## config.mk

```make
export PLATFORM = sky130hd
export DESIGN_NAME = rect_fill_flat
export DESIGN_NICKNAME = d
export VERILOG_FILES = /design/src/rtl/rect_fill_if.sv /design/src/rtl/rect_fill.sv /design/src/flat_wrapper.sv
export SDC_FILE = /design/constraint.sdc
export NUM_CORES = 1
export LEC_CHECK = 0
export BUFFER_PORTS_ARGS = -buffer_cell sky130_fd_sc_hd__buf_2
export CORE_MARGIN = 8
export CORE_UTILIZATION = 61
export DETAILED_ROUTE_END_ITERATION = 16
export PLACE_DENSITY_LB_ADDON = 0.1
export SETUP_SLACK_MARGIN = 0.2
export SLEW_MARGIN = 20
export SYNTH_ARGS = -nofsm -noshare
export SYNTH_HDL_FRONTEND = slang
export SYNTH_SLANG_ARGS = --single-unit
```

## constraint.sdc

```tcl
create_clock -name clk -period 6.7 [get_ports clk]
set_input_delay 1.005 -clock clk [delete_from_list [all_inputs] [get_ports clk]]
set_output_delay 1.005 -clock clk [all_outputs]
set_load 0.02 [all_outputs]
```

## src/rtl/rect_fill_if.sv

```systemverilog
// rect_fill_if: draw request from the controller and the framebuffer write
// stream produced by the rasteriser.
interface rect_fill_if #(
    parameter int ADDR_WIDTH  = 15,
    parameter int COLOR_WIDTH = 24,
    parameter int SIZE_WIDTH  = 8
);
    logic                   draw_en;
    logic [9:0]             startx;
    logic [9:0]             starty;
    logic [SIZE_WIDTH-1:0]  rect_w;
    logic [SIZE_WIDTH-1:0]  rect_h;
    logic                   mode;
    logic [COLOR_WIDTH-1:0] color;
    logic                   busy;
    logic                   finished;
    logic                   write_en;
    logic [ADDR_WIDTH-1:0]  write_mem_address;
    logic [COLOR_WIDTH-1:0] data;
    logic [9:0]             x;
    logic [9:0]             y;

    modport master (
        output draw_en, startx, starty, rect_w, rect_h, mode, color,
        input  busy, finished, write_en, write_mem_address, data, x, y
    );

    modport slave (
        input  draw_en, startx, starty, rect_w, rect_h, mode, color,
        output busy, finished, write_en, write_mem_address, data, x, y
    );
endinterface

```

## src/rtl/rect_fill.sv

```systemverilog
// rect_fill: rasterises a filled or outlined rectangle in virtual pixels,
// one framebuffer write per clock, clipped at the screen edge.
module rect_fill #(
    parameter int VGA_WIDTH          = 640,
    parameter int VGA_HEIGHT         = 480,
    parameter int PIXEL_VIRTUAL_SIZE = 4,
    parameter int ADDR_WIDTH         = 15,
    parameter int COLOR_WIDTH        = 24,
    parameter int SIZE_WIDTH         = 8
) (
    input logic        clk,
    input logic        rst,
    rect_fill_if.slave bus
);
    localparam int VW = VGA_WIDTH / PIXEL_VIRTUAL_SIZE;
    localparam int VH = VGA_HEIGHT / PIXEL_VIRTUAL_SIZE;
    localparam int CW = 16;

    typedef enum logic [1:0] {IDLE, SETUP, FILL, DONE} state_t;

    state_t                 state;
    logic [CW-1:0]          vx0, vy0, rw, rh, vx, vy, vx_last, vy_last;
    logic [CW-1:0]          we_c, he_c;
    logic                   md;
    logic [COLOR_WIDTH-1:0] col;
    logic                   border;

    // outline borders use the unclipped extents so clipped edges stay open
    always_comb begin
        we_c = (vx0 >= CW'(VW)) ? '0 : (rw < CW'(VW) - vx0) ? rw : CW'(VW) - vx0;
        he_c = (vy0 >= CW'(VH)) ? '0 : (rh < CW'(VH) - vy0) ? rh : CW'(VH) - vy0;
        border = !md || vx == vx0 || vx == vx0 + rw - 1'b1 || vy == vy0 || vy == vy0 + rh - 1'b1;
    end

    always_ff @(posedge clk or negedge rst) begin
        if (!rst) begin
            state                 <= IDLE;
            vx0                   <= '0;
            vy0                   <= '0;
            rw                    <= '0;
            rh                    <= '0;
            vx                    <= '0;
            vy                    <= '0;
            vx_last               <= '0;
            vy_last               <= '0;
            md                    <= 1'b0;
            col                   <= '0;
            bus.busy              <= 1'b0;
            bus.finished          <= 1'b0;
            bus.write_en          <= 1'b0;
            bus.write_mem_address <= '0;
            bus.data              <= '0;
            bus.x                 <= '0;
            bus.y                 <= '0;
        end else begin
            bus.write_en <= 1'b0;
            bus.busy     <= (state == SETUP || state == FILL) && bus.draw_en;
            bus.finished <= state == DONE && bus.draw_en;
            case (state)
                IDLE: if (bus.draw_en) begin
                    vx0   <= CW'(bus.startx / 10'(PIXEL_VIRTUAL_SIZE));
                    vy0   <= CW'(bus.starty / 10'(PIXEL_VIRTUAL_SIZE));
                    rw    <= CW'(bus.rect_w);
                    rh    <= CW'(bus.rect_h);
                    md    <= bus.mode;
                    col   <= bus.color;
                    state <= SETUP;
                end
                SETUP: if (!bus.draw_en) state <= IDLE;
                else if (we_c == '0 || he_c == '0) state <= DONE;
                else begin
                    vx      <= vx0;
                    vy      <= vy0;
                    vx_last <= vx0 + we_c - 1'b1;
                    vy_last <= vy0 + he_c - 1'b1;
                    state   <= FILL;
                end
                FILL: if (!bus.draw_en) state <= IDLE;
                else begin
                    bus.write_en          <= border;
                    bus.write_mem_address <= ADDR_WIDTH'(32'(vx) * VH + 32'(vy));
                    bus.data              <= col;
                    bus.x                 <= 10'(32'(vx) * PIXEL_VIRTUAL_SIZE);
                    bus.y                 <= 10'(32'(vy) * PIXEL_VIRTUAL_SIZE);
                    if (vy == vy_last) begin
                        vy <= vy0;
                        if (vx == vx_last) state <= DONE;
                        else vx <= vx + 1'b1;
                    end else vy <= vy + 1'b1;
                end
                DONE: if (!bus.draw_en) state <= IDLE;
                default: state <= IDLE;
            endcase
        end
    end
endmodule

```

## src/flat_wrapper.sv

```systemverilog
// flat-port wrapper written by rule: the top's interface ports become plain ports
module rect_fill_flat 
#(
    parameter int VGA_WIDTH          = 640,
    parameter int VGA_HEIGHT         = 480,
    parameter int PIXEL_VIRTUAL_SIZE = 4,
    parameter int ADDR_WIDTH         = 15,
    parameter int COLOR_WIDTH        = 24,
    parameter int SIZE_WIDTH         = 8
)
  (clk, rst, bus_draw_en, bus_startx, bus_starty, bus_rect_w, bus_rect_h, bus_mode, bus_color, bus_busy, bus_finished, bus_write_en, bus_write_mem_address, bus_data, bus_x, bus_y);
  rect_fill_if #(.ADDR_WIDTH(ADDR_WIDTH), .COLOR_WIDTH(COLOR_WIDTH), .SIZE_WIDTH(SIZE_WIDTH)) bus_i ();
  input logic clk;
  input logic rst;
  input wire logic [$bits(bus_i.draw_en)-1:0] bus_draw_en;
  input wire logic [$bits(bus_i.startx)-1:0] bus_startx;
  input wire logic [$bits(bus_i.starty)-1:0] bus_starty;
  input wire logic [$bits(bus_i.rect_w)-1:0] bus_rect_w;
  input wire logic [$bits(bus_i.rect_h)-1:0] bus_rect_h;
  input wire logic [$bits(bus_i.mode)-1:0] bus_mode;
  input wire logic [$bits(bus_i.color)-1:0] bus_color;
  output wire logic [$bits(bus_i.busy)-1:0] bus_busy;
  output wire logic [$bits(bus_i.finished)-1:0] bus_finished;
  output wire logic [$bits(bus_i.write_en)-1:0] bus_write_en;
  output wire logic [$bits(bus_i.write_mem_address)-1:0] bus_write_mem_address;
  output wire logic [$bits(bus_i.data)-1:0] bus_data;
  output wire logic [$bits(bus_i.x)-1:0] bus_x;
  output wire logic [$bits(bus_i.y)-1:0] bus_y;
  assign bus_i.draw_en = bus_draw_en;
  assign bus_i.startx = bus_startx;
  assign bus_i.starty = bus_starty;
  assign bus_i.rect_w = bus_rect_w;
  assign bus_i.rect_h = bus_rect_h;
  assign bus_i.mode = bus_mode;
  assign bus_i.color = bus_color;
  assign bus_busy = bus_i.busy;
  assign bus_finished = bus_i.finished;
  assign bus_write_en = bus_i.write_en;
  assign bus_write_mem_address = bus_i.write_mem_address;
  assign bus_data = bus_i.data;
  assign bus_x = bus_i.x;
  assign bus_y = bus_i.y;
  rect_fill #(.VGA_WIDTH(VGA_WIDTH), .VGA_HEIGHT(VGA_HEIGHT), .PIXEL_VIRTUAL_SIZE(PIXEL_VIRTUAL_SIZE), .ADDR_WIDTH(ADDR_WIDTH), .COLOR_WIDTH(COLOR_WIDTH), .SIZE_WIDTH(SIZE_WIDTH)) u_core (.clk(clk), .rst(rst), .bus(bus_i));
endmodule
```

Word level (Yosys, flattened, before mapping)
Index checks and enable logic that the tools add are counted.
- $add $sub $neg: 13
- multiply operators: 1
- magnitude comparators: 4
- equal/unequal tests: 18
- multiplexer cells: 25
- bitwise gates (word level): 1
- reductions and logical operators: 19
- operators with widths (operator ; count):
    $mux 16 ; 13
    $eq 16x16->1 ; 4
    $pmux 16 s2 ; 2
    $sub 16x1->16 const B ; 4
    $add 16x1->16 const B ; 2
    $add 8x16->16 ; 2
    $eq 16x8->1 ; 2
    $logic_not 16->1 ; 2
    $lt 8x16->1 ; 2
    $add 8x8->9 ; 2
    $mul 16x4->12 const B ; 1
    $add 15x15->15 ; 1
    $ne 2x2->1 const B ; 7
    $mux 2 ; 6
    $sub 7x8->9 const A ; 1
    $sub 8x8->9 const A ; 1
    $ge 8x7->1 const B ; 1
    $ge 8x8->1 const B ; 1
    $pmux 2 s4 ; 1
    $reduce_and 4->1 ; 2
    $logic_or 1x1->1 ; 6
    $ne 3x3->1 const B ; 2
    $reduce_and 6->1 ; 1
    $eq 2x2->1 const B ; 2
    other kinds (9) ; 13
- register bits: 181
- bits of input ports: 64
- output and inout bits: 62
- word-level logic and storage cells: 99

Longest topological paths before layout
- word-level depth: 9
- depth in mapped cells: 27
- gate-level depth less buffers: 25

Worst setup path after synthesis
OpenSTA, ideal clock, no wires.
- path type: reg-to-reg
- start point: register u_core.vx0[1]
- end point: register u_core.vx_last[11]
- setup time: 0.064 ns
- arrival time: 5.022 ns
- data required time: 6.636 ns
- path slack: 1.613 ns
- stages on the path, launching flop included: 27
- path buffers: 2
- period minus slack after synthesis: 5.087 ns
- path through: dfrtp_1 > clkbuf_1 > inv_1 > ha_1 > nor3b_1 > xnor2_2 > ha_1 > a21o_1 > a2111oi_0 > o21ai_0 > nand2_1 > clkbuf_1 > nand2_1 > o21ai_0 > nand2_1 > ha_1 > inv_1 > ha_1 > fa_1 > a21o_1 > a21oi_1 > o21bai_1 > a21oi_1 > nor2b_1 > o21a_1 > nor3_1 > a21o_1
- cells in the longest elaborated chain, start to end: 8
- elaborated cells between the ends (all ways): 11
- classes of those cells: add/sub: 3; order compare: 2; mux: 2; bitwise: 1; reduce/logical: 3
- RTL lines (item ; line ; RTL):
    start: declaration ; rect_fill.sv:22 ; logic [CW-1:0] vx0, vy0, rw, rh, vx, vy, vx_last, vy_last;
    start signal: assignment ; rect_fill.sv:61 ; vx0 <= CW'(bus.startx / 10'(PIXEL_VIRTUAL_SIZE));
    parallel branches: the longest is 8 deep, another holds $lt 8x16->1 ; n/a ;
    end signal: assignment ; rect_fill.sv:74 ; vx_last <= vx0 + we_c - 1'b1;
    end: declaration ; rect_fill.sv:22 ;
Several ways; the timed one is not identified.
A chain may end at the register's enable or synchronous reset.

Worst setup path in the final report
- start point: register u_core.vy0[1]
- end point: register u_core.vy_last[15]
- cells in the longest elaborated chain, start to end: 8
- elaborated cells between the ends (all ways): 11
- classes of those cells: add/sub: 3; order compare: 2; mux: 2; bitwise: 1; reduce/logical: 3
- RTL lines (item ; line ; RTL):
    start: declaration ; rect_fill.sv:22 ;
    start signal: assignment ; rect_fill.sv:62 ; vy0 <= CW'(bus.starty / 10'(PIXEL_VIRTUAL_SIZE));
    parallel branches: the longest is 8 deep, another holds $lt 8x16->1 ; n/a ;
    end signal: assignment ; rect_fill.sv:75 ; vy_last <= vy0 + he_c - 1'b1;
    end: declaration ; rect_fill.sv:22 ;
Several ways; the timed one is not identified.

==> impl_metrics.yaml <==
min_path:
  hold_end: "u_core.bus.write_mem_address[11]$_DFFE_PN0P_"
  hold_class: "reg2reg"
  min_from: "u_core.bus.write_mem_address[11]$_DFFE_PN0P_"
  hold_depth: 2
synthesis:
  ys.flop_type: "dfrtp_1"
  yosysSeqAreaShare_pct: 34.4
  synth-edff-count: 0
  yosysTopAreaCellShare_pct: 34.4
  synth.avg_cell_area_um2: 9.61
  post-synth-top-area-cell: "dfrtp_1"
  synth_area_leaders: "dfrtp_1 34%, ha_1 10%, mux2_2 8.3%"
  ys_ff_latch: 176
  yosysWarnings: 0
  syn_area_um2: 12800
  syn_inst: 1332
  synth.distinct_cells: 84
  synth-async-reset-ratio_pct: 100
detailed_routing:
  wl_um: 30500
  vias_per_cell: 5.97
  vias: 10100
  dr.pass1.iters: 6
  ant_nets: 0
  drc: 0
  post_drt_wl_per_cell_um: 18.1
  drt-initial-drc-count: 868
cells_and_area:
  drive_gt1_share_pct: 20.1
  nFillCells: 1703
  syn_to_final_growth_pct: 9.77
  fin_nets: 1592
  final_area_um2: 14000
  diodes: 0
sta:
  fin_crit_sh_pct: 86.2
  slew_viol_final: 0
  final-hold-violation-count: 0
  skew_ps: 16.1
  tns_ps: 0
  rsz0062_at_grt: "false"
  finalSetupViolations: 0
  worstMarginPinSlew_ps: 972
  max_freq_mhz: 173
  max_slew_margin_pct: 35.2
  fin_crit_ps: 5770
grt:
  globalRouteOverflowTotal: 0
  grt_pass1_wl_um: 50700
  grt_use_met3_pct: 5.48
  first_global_vias: 10000
  grtUsageMet1_pct: 32.8
  grt_max_degree: 104
  grtUsageMet2_pct: 37.4
  antenna_found_initial: 0
  grt-busiest-layer: "met2"
  grtUsageTotal_pct: 24.1
cts:
  root_buffer: "clkbuf_16"
  cts_tree: "built"
  cts-resized-gates: 0
  cts_sinks: 176
  post-cts-setup-buffer-count: 0
  cts_buffer_depth: 2
  htree_levels: 4
  numCtsBuffers: 17
  cts_hold_buf: 0
  cts.clk_slew.worst_paths_ps: 80
  clk_latency_ps: 440
setup_path:
  startpoint_type: "flop"
  cp_common_cell: "ha_1"
  critPathKind: "reg2reg"
  worst-path-max-fanout: 16
  slowest_delay_ps: 660
  cp.arrival_ps: 6150
  r2r_end: "u_core.vy_last[15]$_DFFE_PN0P_"
  crit_cells: 24
  ff2ff_setup_slack_ps: 930
  r2r-start: "u_core.vy0[1]$_DFFE_PN0P_"
  reg2reg_depth: 24
  worst-path-buf-inv: 2
  cp.required_ps: 7080
  cp_slowest_cell: "dfrtp_1"
  crit_family: "compound AO/OA/AOI/OAI gates"
  end_kind: "flop"
  crit_chain: "inv_1 -> ha_1 -> nor2b_1 -> o21a_1 -> or2_2 -> ha_1 -> nand2_1 -> o21ai_0 -> a41oi_1 -> a211o_1 -> o21ai_0 -> nand2_1 -> ha_1 -> inv_1 -> ha_1 -> fa_1 -> a21o_1 -> a21oi_1 -> o21bai_1 -> a21oi_1 -> nor2b_1 -> o21a_1 -> nor3_1 -> a21o_1"
placed_design:
  place_congestion: 0.941
  port_buffers: 117
  placed_area_um2: 13400
  dp_hpwl_um: 22100
floorplan:
  initial_core_util_pct: 61.5
  dieWidth_um: 161
  dieArea_um2: 25900
  rows: 53
  core_area_um2: 20800
  die_height_um: 161
  ios: 126
run:
  drv_cap: 0
outcome:
  status: "finished clean"
==> sequential cells by signal, summed over array words and instances (netlist names), 15 cells and up <==
register / flops
u_core.bus.data: 24
u_core.col: 24
u_core.vx: 16
u_core.vy: 16
u_core.bus.write_mem_address: 15
u_core.vx_last: 15
u_core.vy_last: 15
==> Yosys cell counts, drive strengths merged, types with 31 or more instances <==
| cell | count |
|---|---|
| a21o | 31 |
| nand2 | 106 |
| clkbuf | 53 |
| dfrtp | 176 |
| nor2 | 53 |
| inv | 102 |
| mux2 | 95 |
| xnor2 | 79 |
| a21oi | 51 |
| o21ai | 85 |
| nand3 | 33 |
| ha | 105 |
==> worst max-delay path by stage <==
stage	start	slack (ps)	to
final	u_core.vy0[1]$_DFFE_PN0P_	930	u_core.vy_last[15]$_DFFE_PN0P_
after global routing	u_core.vy0[1]$_DFFE_PN0P_	480	u_core.vy_last[15]$_DFFE_PN0P_
after CTS	u_core.vy0[1]$_DFFE_PN0P_	970	u_core.vy_last[15]$_DFFE_PN0P_
after detailed placement	u_core.vy0[1]$_DFFE_PN0P_	1100	u_core.vy_last[13]$_DFFE_PN0P_
after global placement	u_core.vx0[0]$_DFFE_PN0P_	1180	u_core.vx_last[11]$_DFFE_PN0P_
after floorplan	u_core.vx0[1]$_DFFE_PN0P_	1610	u_core.vx_last[11]$_DFFE_PN0P_
==> kinds of logic (layout without fill, tap and decap cells) <==
kind of cell	Yosys count	in the layout	synth area share (%)
mux	105	105	9.17
compound gates	306	306	16.4
simple gates	330	330	13.1
flops	176	176	34.4
buf+inv	182	260	5.89
xor+xnor	104	104	7.28
other cells	2	6	0.0587
fa+ha+maj	127	127	13.7
==> through the flow <==
stage	std cells	setup WS [ps]	hold WS (ps)	util [%]
floorplan	1336	1610	464	-
global placement	1657	1180	456	64.6
detailed placement	1657	1100	465	64.6
CTS	1689	971	481	67.5
global route	1689	477	502	67.5
finish	1689	925	475	67.5
==> area by class of cell <==
class / instances / area, um2 / area share (%)
multi-input combinational: 978 / 7660 / 54.5
sequential: 176 / 4400 / 31.4
timing repair buffer: 126 / 659 / 4.69
clock buffer: 17 / 425 / 3.03
inverter: 102 / 383 / 2.73
tap: 275 / 344 / 2.45
clock inverter: 15 / 171 / 1.22
==> layer usage <==
layer	routed length, um	vias to the layer above
li1	-	4867
met1	13900	4816
met2	13500	349
met3	2450	48
met4	637	0
met5	0	-
==> worst reg2reg max path: cells and delay by family (launching register included) <==
family                   cells  cell delay [ps]
AND/OR/NAND/NOR              6             1160
AO/OA/AOI/OAI               11             2260
flip-flops                   1              660
buffers and inverters        2              180
adder cells (fa/ha/maj)      5             1460
==> cell usage in the layout, fill, tap and decap left out, types with 10 or more instances in the layout <==
master	netlist	layout
a211oi_1	16	16
a21o_1	31	31
a21oi_1	51	51
a2bb2oi_1	11	11
and3_1	23	23
buf_2	11	116
clkbuf_16	0	17
dfrtp_1	176	176
fa_1	22	22
ha_1	105	105
inv_1	102	102
mux2_2	94	94
nand2_1	106	104
nand3_1	32	32
nand4_1	15	15
nor2_1	51	51
nor3_1	26	26
o21a_1	10	10
o21ai_0	81	81
or3_1	14	14
xnor2_1	78	78
xor2_1	24	24
Power is not shown: default switching activity piles up to over one toggle a cycle in this logic, so the estimate is an artifact.
